**src/rtl/gcm_pkg.sv**
```systemverilog
// Shared types and constants for the AES-GCM front end.
// Block-count helper turns a bit length into a ceil(bits/128) block count.
package gcm_pkg;

   localparam int unsigned GCM_BLK_W = 128;
   localparam int unsigned GCM_IV_W  = 96;
   localparam int unsigned GCM_LEN_W = 64;

   typedef enum logic [1:0] {
      StIdle,
      StAad,
      StPt,
      StLen
   } gcm_seq_state_t;

   function automatic logic [63:0] blk_count(input logic [0:GCM_LEN_W-1] bits);
      return {7'd0, bits[0:56]} + 64'(|bits[57:63]);
   endfunction

endpackage

```
**src/rtl/gcm_blk_mask.sv**
```systemverilog
// Zero-pads a 128-bit block, MSB-first: keeps bits [0:r-1] and clears [r:127].
// A residue of 0 means a full block and passes it through unchanged.
module gcm_blk_mask
   import gcm_pkg::*;
(
   input  logic [0:GCM_BLK_W-1] blk_i,
   input  logic [6:0]           res_i,
   output logic [0:GCM_BLK_W-1] blk_o
);

   always_comb begin
      blk_o = blk_i;
      if (res_i != 7'd0) begin
         for (int i = 0; i < int'(GCM_BLK_W); i++) begin
            if (i >= int'(res_i)) blk_o[i] = 1'b0;
         end
      end
   end

endmodule

```
**src/rtl/gcm_instance_sequencer.sv**
```systemverilog
// Front-end sequencer: frames one GCM instance (AAD beats, PT beats, length beat)
// into the non-stalling pipeline, padding partial blocks and inserting bubbles.
module gcm_instance_sequencer
   import gcm_pkg::*;
#(
   parameter int unsigned BLK_CNT_W = 32
) (
   input  logic                 clk,
   input  logic                 rst_n,
   input  logic                 i_desc_valid,
   output logic                 o_desc_ready,
   input  logic [0:GCM_IV_W-1]  i_desc_iv,
   input  logic [0:GCM_LEN_W-1] i_desc_aad_bits,
   input  logic [0:GCM_LEN_W-1] i_desc_pt_bits,
   input  logic                 i_blk_valid,
   output logic                 o_blk_ready,
   input  logic [0:GCM_BLK_W-1] i_blk_data,
   output logic                 o_pipe_valid,
   output logic [0:GCM_BLK_W-1] o_aad,
   output logic [0:GCM_BLK_W-1] o_plain_text,
   output logic [0:GCM_IV_W-1]  o_iv,
   output logic [0:GCM_BLK_W-1] o_instance_size,
   output logic                 o_new_instance,
   output logic                 o_pt_instance,
   output logic                 o_last,
   output logic                 o_err
);

   gcm_seq_state_t       state_q;
   logic                 first_q;
   logic                 pt_first_q;
   logic [BLK_CNT_W-1:0] aad_cnt_q;
   logic [BLK_CNT_W-1:0] pt_cnt_q;

   logic [63:0]          aad_blks;
   logic [63:0]          pt_blks;
   logic                 oversize;
   logic                 sec_last;
   logic [6:0]           mask_res;
   logic [0:GCM_BLK_W-1] blk_masked;

   assign o_desc_ready = (state_q == StIdle);
   assign o_blk_ready  = (state_q == StAad) || (state_q == StPt);

   assign aad_blks = blk_count(i_desc_aad_bits);
   assign pt_blks  = blk_count(i_desc_pt_bits);
   assign oversize = (|(aad_blks >> BLK_CNT_W)) || (|(pt_blks >> BLK_CNT_W));

   // Residues come from the latched instance size, so no extra registers are needed.
   always_comb begin
      sec_last = (state_q == StAad) ? (aad_cnt_q == BLK_CNT_W'(1))
                                    : (pt_cnt_q == BLK_CNT_W'(1));
      mask_res = 7'd0;
      if (sec_last) begin
         mask_res = (state_q == StAad) ? o_instance_size[57:63] : o_instance_size[121:127];
      end
   end

   gcm_blk_mask u_mask (
      .blk_i (i_blk_data),
      .res_i (mask_res),
      .blk_o (blk_masked)
   );

   always_ff @(posedge clk or negedge rst_n) begin
      if (!rst_n) begin
         state_q         <= StIdle;
         first_q         <= 1'b0;
         pt_first_q      <= 1'b0;
         aad_cnt_q       <= '0;
         pt_cnt_q        <= '0;
         o_pipe_valid    <= 1'b0;
         o_aad           <= '0;
         o_plain_text    <= '0;
         o_iv            <= '0;
         o_instance_size <= '0;
         o_new_instance  <= 1'b0;
         o_pt_instance   <= 1'b0;
         o_last          <= 1'b0;
         o_err           <= 1'b0;
      end else begin
         // Default to a bubble; each state overrides when it emits a beat.
         o_pipe_valid   <= 1'b0;
         o_aad          <= '0;
         o_plain_text   <= '0;
         o_new_instance <= 1'b0;
         o_pt_instance  <= 1'b0;
         o_last         <= 1'b0;
         unique case (state_q)
            StIdle: begin
               if (i_desc_valid) begin
                  o_iv            <= i_desc_iv;
                  o_instance_size <= {i_desc_aad_bits, i_desc_pt_bits};
                  if (oversize) begin
                     o_err <= 1'b1;
                  end else begin
                     aad_cnt_q  <= aad_blks[BLK_CNT_W-1:0];
                     pt_cnt_q   <= pt_blks[BLK_CNT_W-1:0];
                     first_q    <= 1'b1;
                     pt_first_q <= 1'b1;
                     if (aad_blks != 64'd0)     state_q <= StAad;
                     else if (pt_blks != 64'd0) state_q <= StPt;
                     else                       state_q <= StLen;
                  end
               end
            end
            StAad: begin
               if (i_blk_valid) begin
                  o_pipe_valid   <= 1'b1;
                  o_aad          <= blk_masked;
                  o_new_instance <= first_q;
                  first_q        <= 1'b0;
                  aad_cnt_q      <= aad_cnt_q - BLK_CNT_W'(1);
                  if (sec_last) state_q <= (pt_cnt_q != '0) ? StPt : StLen;
               end
            end
            StPt: begin
               if (i_blk_valid) begin
                  o_pipe_valid   <= 1'b1;
                  o_plain_text   <= blk_masked;
                  o_new_instance <= first_q;
                  o_pt_instance  <= pt_first_q;
                  first_q        <= 1'b0;
                  pt_first_q     <= 1'b0;
                  pt_cnt_q       <= pt_cnt_q - BLK_CNT_W'(1);
                  if (sec_last) state_q <= StLen;
               end
            end
            StLen: begin
               o_pipe_valid   <= 1'b1;
               o_last         <= 1'b1;
               o_new_instance <= first_q;
               first_q        <= 1'b0;
               state_q        <= StIdle;
            end
         endcase
      end
   end

endmodule

```
**config.mk**
```make
export PLATFORM = sky130hd
export DESIGN_NAME = gcm_instance_sequencer
export DESIGN_NICKNAME = d
export VERILOG_FILES = /design/src/rtl/gcm_pkg.sv /design/src/rtl/gcm_blk_mask.sv /design/src/rtl/gcm_instance_sequencer.sv
export SDC_FILE = /design/constraint.sdc
export NUM_CORES = 1
export LEC_CHECK = 0
export ABC_AREA = 1
export CAP_MARGIN = 10
export CORE_AREA = 2 2 333 335
export CTS_BUF_LIST = sky130_fd_sc_hd__clkbuf_2 sky130_fd_sc_hd__clkbuf_4 sky130_fd_sc_hd__clkbuf_8
export DETAILED_ROUTE_END_ITERATION = 8
export DIE_AREA = 0 0 335 337
export GPL_TIMING_DRIVEN = 0
export PLACE_DENSITY = 0.5
export RECOVER_POWER = 100
export SYNTH_ARGS = -nofsm -noshare
export SYNTH_HDL_FRONTEND = slang
export SYNTH_SLANG_ARGS = --single-unit
```
**constraint.sdc**
```tcl
create_clock -name clk -period 3.6 [get_ports clk]
set_clock_uncertainty 0.05 [all_clocks]
set_input_delay 0.36 -clock clk [delete_from_list [all_inputs] [get_ports clk]]
set_output_delay 0.36 -clock clk [all_outputs]
set_load 0.1 [all_outputs]
```
==> out/qor.txt, run 1 <==
Filler cell count in the final layout - 11.5k
Clock Tree Buf Depth - 3
CP required - 4.13 ns
Core area - 110000 um^2
Most common cell in the netlist - nand2_1
Die height - 337 um
Peak VDD IR - 0.000700 V
Die W - 335 um
Final nets - 5164
Final WS setup - -0.00726 ns
Cells after synthesis - 3746
Fin area - 41700 um^2
Hold Crit Class - in -> reg
Avg Cell Area, Syn - 7.40 um^2
Routability cong. - 0.946
Synth top area cells - dfrtp_1 50%, nand2_1 18%, nor2_1 8.6%
Status - finished with violations
Slew margin rel. - -18.1%
# setup viols final - 2
Leak - 20.3 nW
Via count - 29.8k
Initial antenna violation count - 16
Number of global-route vias before repair - 29.6k
Port Buffers - 840
DIE AREA - 113000 um^2
Placed Instances - 6019
Wire per inst - 23.4 um
Synth Flop Type - dfrtp_1
R2r setup slk - -0.007 ns
Total CTS buffers - 108
Top cells by count, synth - 1297 x nand2_1, 632 x nor2_1, 553 x dfrtp_1
Mean number of vias per cell - 4.72
Crit Path Max Fanout - 10
Area fraction of the dominant cell type after synthesis - 49.9%
GRT Overall Usage - 25.5%
Area grow syn2layout - 50.5%
Standard-cell row count - 122
Ys Warns - 0
Io pins - 843
Failing checks - capacitance limit, slew limit, setup timing
Tcrit/Tclk final - 100%
CP Capture Type - register
FF+latch count, synth - 553
Fin crit period - 3.61 ns
Final ANT Viol Nets - 0
# DRC - 0
DR iter-0 viols - 2317
Critical Path AT - 4.14 ns
Synth cell types - 50
Starting density of the core - 25.3%
Crit start category - register
Clk root buf - clkbuf_8
Yosys top cell by area - dfrtp_1
Worst-Skew Late Latency - 0.79 ns
Pwr Total - 38.9 mW
Max_cap viols - 1
Crit path kind - reg -> reg
Largest net degree at the start of global routing - 112
# clock sinks - 553
Fmax achieved - 277 MHz
Cell Area, Synth - 27700 um^2
CTS tree - done
Worst-path clk slew - 0.06 ns
FFs w/ async S/R, synth - 100%
Post-DP HPWL - 119000 um
Sequential share of the synthesized area - 49.9%
Placed Area - 38100 um^2
Power Dens Cells - 933 nW/um^2
Pins over their slew limit - 63
Grt ovf - 0
First drt pass iteration count - 5
H-tree depth - 3
Post-synthesis net count - 4115
Post-synth EDFFs - 0
Fraction of layout cells with a size suffix above 1 - 7.62%
Non-filler cells in the finished layout - 6320
First-pass GRT wire length - 210000 um
Slew @ Worst Pin - 1.77 ns
Final Hold Vio Count - 0
Routed WL - 148000 um
==> flip-flops by register name (all words and copies together), names as in the netlist <==
signal and cells:
o_aad 128, o_instance_size 128, o_plain_text 128, o_iv 96, aad_cnt_q 32, pt_cnt_q 32
state_q 2, first_q 1, o_err 1, o_last 1, o_new_instance 1, o_pipe_valid 1
o_pt_instance 1, pt_first_q 1
==> kinds of logic after synthesis <==
group / Yosys count / share of synthesized area [%]
fa+ha+maj: 13 / 0.587
xor+xnor: 56 / 1.77
compound gates: 376 / 7.32
buf+inv: 409 / 5.87
flops: 553 / 49.9
simple gates: 2338 / 34.5
mux: 1 / 0.0361
==> area by class of cell <==
class / count / area [um^2] / share of cell area (%)
Antenna cell: 9 / 22.5 / 0.0540
Buffer: 134 / 656 / 1.57
Clock buffer: 179 / 2220 / 5.32
Multi-Input combinational cell: 2785 / 12500 / 29.9
Tap cell: 1426 / 1780 / 4.28
Inverter: 275 / 1040 / 2.49
Timing Repair Buffer: 938 / 9390 / 22.5
Sequential cell: 553 / 13800 / 33.2
Clock inverter: 21 / 294 / 0.705
==> metal layers <==
layer  global-route usage, %  routed length (um)  vias up
met4                    8.11                4720        8
li1                        -                   -    14000
met3                    5.05                9900      217
met1                    32.0               61800    14400
met2                    43.8               71600     1147
met5                       0                  52        -
==> timing repair <==
action,in CTS,in global routing
endpoints found under the setup margin,329,257
pin swaps,8,9
endpoints found under the hold margin,204,2
buffers inserted,7,7
gates cloned,0,1
resized for setup,42,57
hold buffers,75,2
==> critical path, cell delays in order, from the launching register on <==
cell and delay [ns]:
dfrtp_1 0.41, inv_1 0.08, ha_1 0.18, clkbuf_4 0.21, buf_4 0.25, o21ai_2 0.51, nand2_1 0.28, clkinvlp_4 0.23
nor2_4 0.06, nand2_2 0.16, inv_2 0.08, nand2_2 0.18, buf_6 0.22, nand2_2 0.17, nand4_1 0.13, buf_4 0.16
nor2_1 0.04
==> path summary, 6_finish.rpt <==
| path | start | end | depth (start not counted) |
|---|---|---|---|
| worst max-delay path | state_q[1] | o_plain_text[122] | 16 |
| worst min-delay path | i_desc_iv[53] | o_iv[53] | 3 |
| worst max register to register | state_q[1] | o_plain_text[122] | 16 |
| worst min register to register | o_err | o_err | 1 |
| max in group asynchronous | rst_n | o_plain_text[66] | 5 |
| min in group asynchronous | rst_n | o_instance_size[113] | 2 |
==> cells in the final DEF, fill, tap and decap left out, drive strengths merged, types with 10 or more instances in the layout <==
| cell type | instances |
|---|---|
| a21boi | 10 |
| a21oi | 61 |
| a31oi | 14 |
| buf | 56 |
| clkbuf | 279 |
| clkdlybuf4s50 | 353 |
| clkinv | 10 |
| dfrtp | 553 |
| dlygate4sd3 | 560 |
| ha | 13 |
| inv | 277 |
| nand2 | 1317 |
| nand3 | 218 |
| nand4 | 79 |
| nor2 | 662 |
| nor3 | 37 |
| o211ai | 20 |
| o21ai | 253 |
| or2 | 10 |
| xor2 | 47 |
==> power by group <==
| part | internal [mW] | switching, mW |
|---|---|---|
| Sequential | 8.16 | 1.36 |
| Combinational | 4.41 | 17.7 |
| Clock | 4.22 | 3.05 |
==> metrics by stage <==
step	hold WS [ns]	TNS (ns)	util [%]	setup WS, ns
after CTS	0.00155	0	37.9	0.00185
after floorplan	0.0144	0	-	0.730
after global placement	0.398	-	34.6	-24.65
final	0.0974	-0.0144	38.1	-0.00726
after detailed placement	0.290	-317.96	34.7	-1.57
after global routing	0.0613	-0.0219	38.1	-0.00842
Power figures use the tool's default switching activity.
==> inputs of run 2 (changes only) <==
--- a/config.mk
+++ b/config.mk
@@ -14,6 +14,7 @@
 export GPL_TIMING_DRIVEN = 0
 export PLACE_DENSITY = 0.5
 export RECOVER_POWER = 100
+export REMOVE_ABC_BUFFERS = 1
 export SYNTH_ARGS = -nofsm -noshare
 export SYNTH_HDL_FRONTEND = slang
 export SYNTH_SLANG_ARGS = --single-unit
==> out/qor.txt, run 2 (synthesis results as in run 1) <==
Final core utilization - 38.5% (+0.45 points)
RSZ-0062 raised after global routing - yes
Crit path kind - reg -> reg
First-pass GRT wire length - 202000 um (-4.0%)
Crit start category - register
GRT Overall Usage - 24.4% (-1.1 points)
Final ANT Viol Nets - 0 (unchanged)
Clk root buf - clkbuf_8
# DRC - 0 (unchanged)
Post-DP HPWL - 109000 um (-9.0%)
Reg area - 13800 um^2 (unchanged)
Fin crit period - 3.51 ns (-0.0997 ns)
Failing checks - capacitance limit, slew limit
Die W - 335 um (unchanged)
Switching share of power - 56.3% (-0.60 points)
Crit Path Max Fanout - 39 (+29)
Max_cap viols - 1 (unchanged)
Via count - 29.3k (-1.6%)
Multi-input gate area - 12900 um^2 (+3.7%)
First drt pass iteration count - 6 (+1)
Io pins - 843 (unchanged)
Routed WL - 143000 um (-3.4%)
CP Capture Type - register
Most common cell after layout, fill and taps aside - nand2_1
Total CTS buffers - 105 (-2.8%)
Logic pwr share - 58.4% (+1.5 points)
Final Hold Vio Count - 0 (unchanged)
DIE AREA - 113000 um^2 (unchanged)
Largest net degree at the start of global routing - 116 (+3.6%)
Mean number of vias per cell - 4.70 (-0.38%)
Hold Crit Class - in -> reg
Most frequent CP cell - nand2_8
Port Buffers - 842 (+0.24%)
# setup viols final - 0 (-2)
Wire per inst - 22.9 um (-2.2%)
Peak VDD IR - 0.000742 V (+6.1%)
Sequential share of power - 24.0% (-0.5 points)
Placed Area - 37900 um^2 (-0.56%)
Power Dens Cells - 931 nW/um^2 (-0.24%)
Final nets - 5097 (-1.3%)
Die height - 337 um (unchanged)
P_sw - 22.1 mW (-0.11%)
Leak - 19.4 nW (-4.5%)
Top Registers - o_aad: 128 flops, o_instance_size: 128 flops, o_plain_text: 128 flops
Clk pwr share - 17.7% (-1.0 points)
Internal power - 17.2 mW (+2.3%)
Hold WS - 0.0835 ns (-0.0139 ns)
Clock Tree Buf Depth - 3 (unchanged)
Fraction of layout cells with a size suffix above 1 - 8.10% (+0.49 points)
Cells along the critical path - inv_1, ha_4, buf_12, inv_8, buf_16, or2_1, o21ai_4, inv_2, nand2_8, nand2_4, nor2_4, nand2_8, nand2_1, nand3_1, nor2_1
Status - finished with violations
Crit-path max cell delay - 0.43 ns (-0.08 ns)
Slew @ Worst Pin - 2.51 ns (+0.734 ns)
CTS tree - done
Starting density of the core - 25.3% (unchanged)
Area grow syn2layout - 52.2%
Pins over their slew limit - 93 (+48%)
Worst-path clk slew - 0.06 ns (about the same)
Standard-cell row count - 122 (unchanged)
Worst-Skew Late Latency - 0.81 ns (+0.02 ns)
# clock sinks - 553 (unchanged)
Number of global-route vias before repair - 28.8k (-2.9%)
Routability cong. - 0.930 (-1.7%)
Tcrit/Tclk final - 97.4% (-2.8 points)
CP required - 4.24 ns (+0.11 ns)
H-tree depth - 3 (unchanged)
Critical Path AT - 4.14 ns (about the same)
Slew margin rel. - -67.0% (-49 points)
Slowest CP cell - dfrtp_1
Fmax achieved - 285 MHz (+2.8%)
Fin area - 42200 um^2 (+1.2%)
Most frequent cells in the layout - 1278 x nand2_1, 832 x clkdlybuf4s50_1, 611 x nor2_1
Filler cell count in the final layout - 11.5k (-0.38%)
DR iter-0 viols - 2211 (-4.6%)
Grt ovf - 0 (unchanged)
Initial antenna violation count - 24 (+8)
Core area - 110000 um^2 (unchanged)
[run 2: what timing repair did]
action | in CTS | in global routing
buffers inserted | 20 | 10
endpoints found under the hold margin | 197 | 4
resized for setup | 101 | 50
endpoints found under the setup margin | 323 | 212
hold buffers | 100 | 4
pin swaps | 13 | 4
gates cloned | 6 | 5
[run 2: worst paths after layout]
path	from	end	slack, ns	cells after the start
max	state_q[1]	o_aad[76]	0.09	15
max in group asynchronous	rst_n	o_instance_size[44]	0.48	4
min	i_blk_data[86]	o_aad[86]	0.08	3
max reg2reg	state_q[1]	o_aad[76]	0.09	15
min reg2reg	o_err	o_err	0.40	1
min in group asynchronous	rst_n	o_plain_text[4]	0.82	2
[run 2: power groups by stage]
stage / Clock, mW / Combinational (mW) / Sequential, mW
final: 6.94 / 22.9 / 9.42
after global placement: 0 / 20.8 / 9.39
after global routing: 7.44 / 24.0 / 9.65
after detailed placement: 0 / 22.1 / 9.47
after CTS: 7.16 / 22.8 / 9.42
after floorplan: 0 / 4.53 / 20.6
[run 2: cell type report]
type	instances	area share, %
clock buffer	152	4.59
timing repair buffer	999	24.3
inverter	275	2.55
antenna	14	0.0830
sequential	553	32.8
tap	1426	4.23
clock inverter	28	0.854
multi-input combinational	2794	30.6
[run 2: routing by layer]
layer | vias up | GRT usage [%] | share of wire [%]
li1 | 13900 | - | -
met1 | 14100 | 28.7 | 40
met2 | 1078 | 41.7 | 48
met3 | 266 | 6.53 | 7.6
met4 | 20 | 10.5 | 4.3
met5 | - | 0 | 0.15
[run 2: stage by stage]
stage               worst slack [ns]  TNS (ns)  std cells  total power, mW
finish                        0.0925         0       6241             39.3
global route                 -0.0420    -0.657       6233             41.1
CTS                         -0.00416  -0.00724       6204             39.4
detailed placement             -2.54   -497.04       5898             31.6
global placement              -25.10         -       5880             30.2
floorplan                      -6.74  -1330.98       3612             25.1
[run 2: worst max-delay path, delay by kind of cell, from the launching register on]
family | cells | cell delay (ns)
buffers and inverters | 5 | 0.84
AO/OA/AOI/OAI | 1 | 0.16
flip-flops | 1 | 0.43
adder cells (fa/ha/maj) | 1 | 0.16
AND/OR/NAND/NOR | 8 | 1.74
